$ cat src/rtl/booth2_mul_pp_accumulator_pkg.sv
// Shared types and width helpers for the Booth radix-4 partial-product accumulator.
// Optional two-rows-per-cycle build is selected by BOOTH2_MUL_ACC_TWO_ROW_EN.
package booth2_mul_pp_accumulator_pkg;

  localparam int DEF_MUL_IN_WD = 32;

  typedef enum logic [1:0] {
    ST_IDLE = 2'd0,
    ST_ACC  = 2'd1,
    ST_DONE = 2'd2
  } acc_state_t;

  function automatic int pp_num(input int mul_in_wd);
    return mul_in_wd / 2;
  endfunction

  function automatic int pp_wd(input int mul_in_wd);
    return mul_in_wd + 1;
  endfunction

  function automatic int prd_wd(input int mul_in_wd);
    return 2 * mul_in_wd;
  endfunction

  // Row counter width; kept at least one bit so tiny operand widths still elaborate.
  function automatic int cnt_wd(input int mul_in_wd);
    return (mul_in_wd / 2 > 2) ? $clog2(mul_in_wd / 2) : 1;
  endfunction

endpackage

$ cat src/rtl/booth2_mul_pp_accumulator_row_extend.sv
// booth2_mul_row_extend: sign-extends one Booth row, applies its negation
// correction bit and aligns it to weight 4^k in the product.
module booth2_mul_row_extend
  import booth2_mul_pp_accumulator_pkg::*;
#(
  parameter int MUL_IN_WD = DEF_MUL_IN_WD,
  localparam int PP_WD  = pp_wd(MUL_IN_WD),
  localparam int PRD_WD = prd_wd(MUL_IN_WD),
  localparam int CNT_WD = cnt_wd(MUL_IN_WD)
) (
  input  logic [PP_WD-1:0]  pp,
  input  logic              s,
  input  logic              e,
  input  logic [CNT_WD-1:0] k,
  output logic [PRD_WD-1:0] row
);

  logic [PRD_WD-1:0] ext;

  assign ext = {{(PRD_WD - PP_WD){e}}, pp} + PRD_WD'(s);
  assign row = ext << {k, 1'b0};

endmodule

$ cat src/rtl/booth2_mul_pp_accumulator.sv
// Iterative accumulator of one Booth radix-4 partial-product set into a signed product.
// Define BOOTH2_MUL_ACC_TWO_ROW_EN to add two rows per cycle (halves the latency).
//
// state   | meaning
// IDLE    | rdy_o high, waiting for a partial-product set
// ACC     | adding captured rows into acc, cnt selects the row(s)
// DONE    | product presented on po with val_o, waiting for rdy_i
module booth2_mul_pp_accumulator
  import booth2_mul_pp_accumulator_pkg::*;
#(
  parameter int MUL_IN_WD = DEF_MUL_IN_WD,
  localparam int PP_NUM = pp_num(MUL_IN_WD),
  localparam int PP_WD  = pp_wd(MUL_IN_WD),
  localparam int PRD_WD = prd_wd(MUL_IN_WD)
) (
  input  logic                    clk,
  input  logic                    rst,
  input  logic                    val_i,
  output logic                    rdy_o,
  input  logic [PP_NUM*PP_WD-1:0] ppi,
  input  logic [PP_NUM-1:0]       si,
  input  logic [PP_NUM-1:0]       ei,
  output logic                    val_o,
  input  logic                    rdy_i,
  output logic [PRD_WD-1:0]       po,
  output logic                    ovf_o
);

  localparam int CNT_WD = cnt_wd(MUL_IN_WD);
`ifdef BOOTH2_MUL_ACC_TWO_ROW_EN
  localparam logic [CNT_WD-1:0] CNT_STEP = CNT_WD'(2);
  localparam logic [CNT_WD-1:0] CNT_LAST = CNT_WD'(PP_NUM - 2);
`else
  localparam logic [CNT_WD-1:0] CNT_STEP = CNT_WD'(1);
  localparam logic [CNT_WD-1:0] CNT_LAST = CNT_WD'(PP_NUM - 1);
`endif

  acc_state_t                    state_q, state_d;
  logic [PP_NUM-1:0][PP_WD-1:0]  pp_q;
  logic [PP_NUM-1:0]             si_q, ei_q;
  logic [CNT_WD-1:0]             cnt_q;
  logic [PRD_WD-1:0]             acc_q, po_q, acc_nxt, row0;
  logic                          ovf_q, last;

  assign last = (cnt_q == CNT_LAST);

  booth2_mul_row_extend #(.MUL_IN_WD(MUL_IN_WD)) u_row0 (
    .pp  (pp_q[cnt_q]),
    .s   (si_q[cnt_q]),
    .e   (ei_q[cnt_q]),
    .k   (cnt_q),
    .row (row0)
  );

`ifdef BOOTH2_MUL_ACC_TWO_ROW_EN
  logic [CNT_WD-1:0] cnt_p1;
  logic [PRD_WD-1:0] row1;

  // cnt is always even here, so cnt+1 is the odd partner row.
  assign cnt_p1 = cnt_q + CNT_WD'(1);

  booth2_mul_row_extend #(.MUL_IN_WD(MUL_IN_WD)) u_row1 (
    .pp  (pp_q[cnt_p1]),
    .s   (si_q[cnt_p1]),
    .e   (ei_q[cnt_p1]),
    .k   (cnt_p1),
    .row (row1)
  );

  assign acc_nxt = acc_q + row0 + row1;
`else
  assign acc_nxt = acc_q + row0;
`endif

  always_ff @(posedge clk or posedge rst) begin
    if (rst) state_q <= ST_IDLE;
    else     state_q <= state_d;
  end

  always_comb begin
    state_d = state_q;
    case (state_q)
      ST_IDLE: if (val_i) state_d = ST_ACC;
      ST_ACC:  if (last)  state_d = ST_DONE;
      ST_DONE: if (rdy_i) state_d = ST_IDLE;
      default:            state_d = ST_IDLE;
    endcase
  end

  // rdy_o is masked by rst so it reads low for the whole reset pulse.
  always_comb begin
    rdy_o = 1'b0;
    val_o = 1'b0;
    case (state_q)
      ST_IDLE: rdy_o = ~rst;
      ST_DONE: val_o = 1'b1;
      default: ;
    endcase
  end

  always_ff @(posedge clk or posedge rst) begin
    if (rst) begin
      pp_q  <= '0;
      si_q  <= '0;
      ei_q  <= '0;
      cnt_q <= '0;
      acc_q <= '0;
      po_q  <= '0;
      ovf_q <= 1'b0;
    end else begin
      if (val_i && !rdy_o) ovf_q <= 1'b1;
      if (state_q == ST_IDLE && val_i) begin
        pp_q  <= ppi;
        si_q  <= si;
        ei_q  <= ei;
        cnt_q <= '0;
        acc_q <= '0;
      end else if (state_q == ST_ACC) begin
        acc_q <= acc_nxt;
        cnt_q <= cnt_q + CNT_STEP;
        if (last) po_q <= acc_nxt;
      end
    end
  end

  assign po    = po_q;
  assign ovf_o = ovf_q;

endmodule

$ cat config.mk
export PLATFORM = sky130hd
export DESIGN_NAME = booth2_mul_pp_accumulator
export DESIGN_NICKNAME = d
export VERILOG_FILES = /design/src/rtl/booth2_mul_pp_accumulator_pkg.sv /design/src/rtl/booth2_mul_pp_accumulator_row_extend.sv /design/src/rtl/booth2_mul_pp_accumulator.sv
export SDC_FILE = /design/constraint.sdc
export NUM_CORES = 2
export LEC_CHECK = 0
export ABC_CLOCK_PERIOD_IN_PS = 27400
export CAP_MARGIN = 20
export CORE_MARGIN = 4
export CORE_UTILIZATION = 50
export CTS_CLUSTER_SIZE = 16
export DETAILED_ROUTE_END_ITERATION = 8
export PLACE_DENSITY = 0.76
export SLEW_MARGIN = 20
export SYNTH_ARGS = -nofsm -noshare
export SYNTH_HDL_FRONTEND = slang
export SYNTH_SLANG_ARGS = --single-unit
$ cat constraint.sdc
create_clock -name clk -period 27.4 [get_ports clk]
set_clock_uncertainty 0.2 [all_clocks]
set_input_delay 2.74 -clock clk [delete_from_list [all_inputs] [get_ports clk]]
set_output_delay 2.74 -clock clk [all_outputs]
set_load 0.005 [all_outputs]
# ---- Word level (Yosys, flattened, before mapping)
# Index checks and enable logic that the tools add are counted.
dict set report op_classes {
  addsub 3
  order_cmp 1
  eq_ne 6
  n_shift 1
  muxes 16
  bitwise_logic 2
  reduce_logical 7
}
# cell count
set ops {}
lappend ops {{$bmux W33 S4} 1}
lappend ops {{$mux W64} 2}
lappend ops {{$add A64 B64 Y64} 1}
lappend ops {{$shl A64 B5 Y64} 1}
lappend ops {{$add A34 B2 Y35} 1}
lappend ops {{$mux W33} 1}
lappend ops {{$bmux W1 S4} 2}
lappend ops {{$mux W4} 2}
lappend ops {{$mux W2} 3}
lappend ops {{$ne A2 B2 Y1 const B} 3}
lappend ops {{$pmux W2 S3} 1}
lappend ops {{$reduce_and A3 Y1} 2}
lappend ops {{$lt A4 B5 Y1 const B} 1}
lappend ops {{$add A4 B1 Y4 const B} 1}
lappend ops {{$eq A4 B4 Y1 const B} 1}
lappend ops {{$mux W1} 4}
lappend ops {{$eq A2 B1 Y1 const B} 1}
lappend ops {{$eq A2 B2 Y1 const B} 1}
lappend ops {{$logic_and A1 B1 Y1} 2}
lappend ops {{$logic_not A2 Y1} 1}
lappend ops {{$not A1 Y1} 2}
lappend ops {{$reduce_bool A2 Y1} 1}
lappend ops {{$logic_not A1 Y1} 1}
dict set report totals {
  reg_bits 695
  in_bits 564
  output_inout_bits 67
}

# ---- Logic depth before layout (Yosys ltp)
dict set report depth {
  depth_word 7
  mapped_depth 37
  mapped_depth_nobuf 26
}

# ---- Cells and area by module
# Synthesis repeated with hierarchy kept, for this count alone.
dict set report unflattened {
  hier_cells 3226
  area_unflattened_um2 37229.5
}
# module instances cells_per_inst area_each_um2
set by_module_without_submodules {}
lappend by_module_without_submodules {booth2_mul_pp_accumulator 1 2682 33724.8}
lappend by_module_without_submodules {booth2_mul_row_extend 1 544 3504.6}

# ---- Worst setup path before layout
# Ideal clock, no wire load.
dict set report synth_path {
  path_kind {register -> register}
  from {register cnt_q[0]}
  to {register po_q[51] (netlist: po[51])}
  setup_time_ns 0.125
  t_arrival_ns 7.717
  required_time_ns 27.075
  setup_slack_ns 19.358
  path_stages_with_launch 34
  n_path_buf 8
  period_less_slack_ns 8.042
  cell_sequence {dfrtp_1 -> buf_4 -> buf_4 -> buf_4 -> buf_4 -> buf_2 -> buf_2 -> buf_1 -> mux4_2 -> mux4_2 -> ha_1 -> inv_1 -> a41oi_2 -> and4_1 -> buf_2 -> nand2_1 -> xor2_1 -> mux2_2 -> mux2i_1 -> mux2_2 -> and2_1 -> ha_1 -> and4_1 -> a211oi_1 -> o21bai_1 -> nor3b_1 -> o311ai_0 -> o31ai_1 -> a21boi_0 -> a31oi_1 -> or2_2 -> o21a_1 -> xnor2_1 -> mux2_2}
}
dict set report synth_between {
  elab_chain_len 5
  elab_cells_between_ends 11
}
# item line
set synth_lines {}
lappend synth_lines {{start, declared} booth2_mul_pp_accumulator.sv:41} ;# logic [CNT_WD-1:0] cnt_q;
lappend synth_lines {{start signal, assigned} booth2_mul_pp_accumulator.sv:120} ;# cnt_q <= cnt_q + CNT_STEP;
lappend synth_lines {{$bmux W33 S4 (tied with other cells)} booth2_mul_pp_accumulator.sv:48} ;# .pp (pp_q[cnt_q]),
lappend synth_lines {{$mux W33 (not written as such) (tied with other cells)} booth2_mul_pp_accumulator.sv:48}
lappend synth_lines {{$add A34 B2 Y35} booth2_mul_pp_accumulator_row_extend.sv:20} ;# assign ext = {{(PRD_WD - PP_WD){e}}, pp} + PRD_WD'(s);
lappend synth_lines {{$shl A64 B5 Y64} booth2_mul_pp_accumulator_row_extend.sv:21} ;# assign row = ext << {k, 1'b0};
lappend synth_lines {{$add A64 B64 Y64} booth2_mul_pp_accumulator.sv:72} ;# assign acc_nxt = acc_q + row0;
lappend synth_lines {{end signal, assigned} booth2_mul_pp_accumulator.sv:121} ;# if (last) po_q <= acc_nxt;
lappend synth_lines {{end, declared} booth2_mul_pp_accumulator.sv:42} ;# logic [PRD_WD-1:0] acc_q, po_q, acc_nxt, row0;
# Several ways; a longest one is shown, not always the timed one. The select of a mux whose other input is x is not followed.
# A chain may end at the register's enable or synchronous reset.

# ---- Worst setup path in the final report
dict set report layout_path {
  from {register cnt_q[1]}
  to {register po_q[51] (netlist: po[51])}
}
# Same word-level chain as after synthesis.

==> results.txt <==
The flow ran to the end, and the final reports show no timing, DRC or antenna violations. The clock tree synthesis step divided the H-tree into 3 levels. The count of pins over their slew limit is 0.

The cell area after synthesis came out at ~37,000 sq um. The number of clock sinks came out at ~700. Of the cells placed in the final design, the portion with a size suffix greater than 1 is 0.256. Among all flip-flop cells after synthesis, the most frequent one is sky130_fd_sc_hd__dfrtp_1. The cell row count is about 100. The count of different cell masters after synthesis is 95. The final period demand of the worst path came out at 9.37 ns. The number of antenna violations at the first check in global routing came to 74. The clock edge transition at the registers on the reported setup and hold paths came out at approximately 0.06 ns. The critical path class is reg2reg. For this run the aggregate overflow at the end of global routing stands at 0. The I/O pin count is roughly 630.

Yosys attributes the largest share of cell area to sky130_fd_sc_hd__dfrtp_1 47%, sky130_fd_sc_hd__mux2_2 18%, sky130_fd_sc_hd__mux4_2 8.8%. In this run, post-CTS hold repair placed 0 buffers. The class of the tightest hold or removal check is reg2reg. sky130_fd_sc_hd__dfrtp_1 takes more of the synthesized area than any other cell.

For this configuration, the core starts out at a cell density of 0.505. The die width is about 280 microns. Each instance of the synthesized netlist takes up on average approximately 12 sq um. The cell at the slowest stage of the critical path is sky130_fd_sc_hd__dfrtp_4. Of the post-synthesis cell area, the dominant cell type holds 0.471.

The portion of netlist area occupied by mux cells came out at 0.290. The source-to-sink clock delay at the later pin of the worst-skew pair is around 0.65 ns. The fraction of the cycle the final worst path needs is 0.342. The synthesized netlist net count came out at between 3,000 and 4,000.

The count of maximum capacitance violations is 0. For this block, the routed nets add up to about 120,000 microns of wire. The required time at the worst-slack endpoint is 27.70 ns. The detail-routed via count per cell is between 5 and 6. The wire-length estimate of the detail-placed layout is approximately 91,000 microns. Setup repair after global routing left no endpoint under its margin. The CTS buffer count came out at 76.

The first global-routing pass estimated 177,000 microns of wire. The die covers between 70,000 and 80,000 sq um. The detailed router finished its first iteration with ~2,300 violations. The count of final hold-check violations is 0. The global routing usage summed across all routing layers came out at 0.301. The largest net degree at the start of global routing came out at between 150 and 200. The detail-routed net length per standard cell is ~26 microns.

STA classifies the critical path endpoint as a flop. The synthesized instance count is around 3,000. The kind of launch point of the worst setup path is a flop. The count of cells resized by post-cts repair came out at 0. TritonCTS built the clock tree.

The transition time of the tightest slew-check pin came out at about 1.1 ns. The data arrival time of the critical path is just under 10 ns. The count of antenna-violating nets left after detailed routing came out at 0. The tightest slew margin relative to the limit came out at 0.267.

The via count of the first global-routing pass is around 28,000. At the end of routability-driven placement, the weighted congestion stood at 0.933. During placement, the flow inserted port buffers numbering 630.

The post-route DRC violation count came out at 0. The number of buffers inserted by post-CTS setup repair came out at 0. The floorplan step defined a core boundary enclosing between 70,000 and 80,000 sq um. Compared with the post-synthesis result, the final layout area differs by 26.0%. The setup TNS is 0 ns. On the worst path, the slowest cell contributes a delay of approximately 0.75 ns. The arithmetic-cell share of the synthesized area counting full adders, half adders and majority gates is 0.0229. Of the total synthesized cell area, the portion taken by AND, OR, NAND and NOR gates is 0.0785. The fraction of synthesized cell area in xor and xnor cells came out at 0.0218. The detailed-router iteration count before antenna repair is 5. The number of nets in the layout came out at roughly 4,200. The number of synthesized flops with an enable pin came out at 0. The share of synthesized area occupied by flip-flops and latches came out at 0.471. The via count of the routed design is about 28,000. The filler cell count came out at approximately 5,700. The count of yosys warnings during synthesis came out at 0. Counting along the longest clock path gives a buffer depth of 3. Derived from the worst setup path, the maximum achievable clock frequency is roughly 0.11 GHz. Along the worst path, the maximum fanout reaches roughly 120.

The overall die height came out at between 200 and 300 microns. The share of the synthesized area in compound gates (AO/OA/AOI/OAI) is 0.0863. The clock tree root buffer cell is sky130_fd_sc_hd__clkbuf_16.

The number of endpoints failing setup at the final stage is 0. The share of async-settable or async-resettable flops after synthesis came out at 1.00. The post-synthesis register bit count came out at around 700. After synthesis, the largest family of logic cells by area is multiplexers.
layout make-up:
class                   instances  area (sq um)  area share
multi-input cells            2074         18500       0.397
diodes                         56           140     0.00301
flip-flops and latches        695         17400       0.374
clock buffers                 112          2170      0.0466
clock inverters                24           352     0.00756
well taps                     959          1200      0.0258
inverters                      40           158     0.00339
repair buffers                662          6610       0.142
cell usage in the layout, fill, tap and decap left out, types with 15 or more instances in the layout:
master,Yosys,layout
sky130_fd_sc_hd__a21o_1,42,42
sky130_fd_sc_hd__a21oi_1,110,110
sky130_fd_sc_hd__a22o_1,35,35
sky130_fd_sc_hd__a31oi_1,22,22
sky130_fd_sc_hd__and2_1,21,21
sky130_fd_sc_hd__buf_4,16,26
sky130_fd_sc_hd__clkbuf_1,121,23
sky130_fd_sc_hd__clkbuf_16,0,76
sky130_fd_sc_hd__clkdlybuf4s50_1,0,630
sky130_fd_sc_hd__dfrtp_1,695,691
sky130_fd_sc_hd__diode_2,0,56
sky130_fd_sc_hd__ha_1,66,66
sky130_fd_sc_hd__inv_1,35,34
sky130_fd_sc_hd__mux2_2,579,579
sky130_fd_sc_hd__mux2i_1,59,59
sky130_fd_sc_hd__mux4_2,144,144
sky130_fd_sc_hd__nand2_1,327,327
sky130_fd_sc_hd__nand3_1,49,48
sky130_fd_sc_hd__nand4_1,20,20
sky130_fd_sc_hd__nor2_1,100,98
sky130_fd_sc_hd__nor3_1,31,30
sky130_fd_sc_hd__o21ai_0,120,120
sky130_fd_sc_hd__o21ai_1,15,15
sky130_fd_sc_hd__o22ai_1,15,15
sky130_fd_sc_hd__xnor2_1,55,55
sky130_fd_sc_hd__xor2_1,37,37
layer usage:
| metal | up-vias | global-route usage | routed length [microns] |
|---|---|---|---|
| met5 | - | 0 | 238 |
| met4 | 40 | 0.116 | 4110 |
| met3 | 238 | 0.0818 | 9700 |
| met2 | 1034 | 0.499 | 59800 |
| met1 | 14009 | 0.379 | 46500 |
| li1 | 12196 | - | - |
synthesized netlist by cell type (15+ instances only):
library cell and number:
sky130_fd_sc_hd__mux2i_1 59, sky130_fd_sc_hd__buf_2 15, sky130_fd_sc_hd__dfrtp_1 695, sky130_fd_sc_hd__mux2_2 579
sky130_fd_sc_hd__ha_1 66, sky130_fd_sc_hd__nand3_1 49, sky130_fd_sc_hd__buf_1 23, sky130_fd_sc_hd__o22ai_1 15
sky130_fd_sc_hd__inv_1 35, sky130_fd_sc_hd__clkbuf_1 121, sky130_fd_sc_hd__a21o_1 42, sky130_fd_sc_hd__nand4_1 20
sky130_fd_sc_hd__o21ai_0 120, sky130_fd_sc_hd__a22o_1 35, sky130_fd_sc_hd__buf_4 16, sky130_fd_sc_hd__nor3_1 31
sky130_fd_sc_hd__and2_1 21, sky130_fd_sc_hd__o21ai_1 15, sky130_fd_sc_hd__xor2_1 37, sky130_fd_sc_hd__nor2_1 100
sky130_fd_sc_hd__nand2_1 327, sky130_fd_sc_hd__xnor2_1 55, sky130_fd_sc_hd__a31oi_1 22, sky130_fd_sc_hd__a21oi_1 110
sky130_fd_sc_hd__mux4_2 144
stage by stage:
step	util	setup WS, ns	hold slack [ns]	instance area [sq um]	instances
3_3_place_gp	0.600	18.30	0.257	43800	4430
6_report	0.636	18.03	0.269	46500	4622
2_1_floorplan	-	4.97	0.252	36900	2998
4_1_cts	0.634	18.15	0.276	46400	4566
3_5_place_dp	0.600	18.20	0.262	43800	4430
5_1_grt	0.636	17.33	0.295	46500	4610
logic make-up after synthesis:
group | after synthesis
muxes | 796
adders and majority gates | 67
DFF | 695
xor gates and xnor gates | 92
and+or+nand+nor | 635
buffers and inverters | 229
AOI/OAI and AO/OA | 484
path summary, 6_finish.rpt:
check | cells past startpoint | endpoint | slack, ns | startpoint
hold / removal | 2 | po[47] | 0.27 | po[47]
max in group asynchronous | 4 | pp_q[382] | 22.23 | rst
setup reg to reg | 29 | po[51] | 18.03 | cnt_q[1]
setup / recovery | 29 | po[51] | 18.03 | cnt_q[1]
min in group asynchronous | 2 | ovf_o | 2.47 | rst
hold reg to reg | 2 | po[47] | 0.27 | po[47]
critical path, delay by kind of cell, from the launching register on:
kind	cells	cell delay, ns
mux	4	1.05
compound gates	11	2.62
flops	1	0.75
buf+inv	4	1.67
fa+ha+maj	2	0.70
xor+xnor	2	0.30
simple gates	6	1.86
sequential cells by signal, summed over array words and instances, names as in the netlist:
name / count
pp_q: 528
state_q: 2
si_q: 16
ei_q: 16
acc_q: 64
cnt_q: 4
ovf_o: 1
po: 64
Power is not shown: default switching activity piles up to over one toggle a cycle in this logic, so the estimate is an artifact.
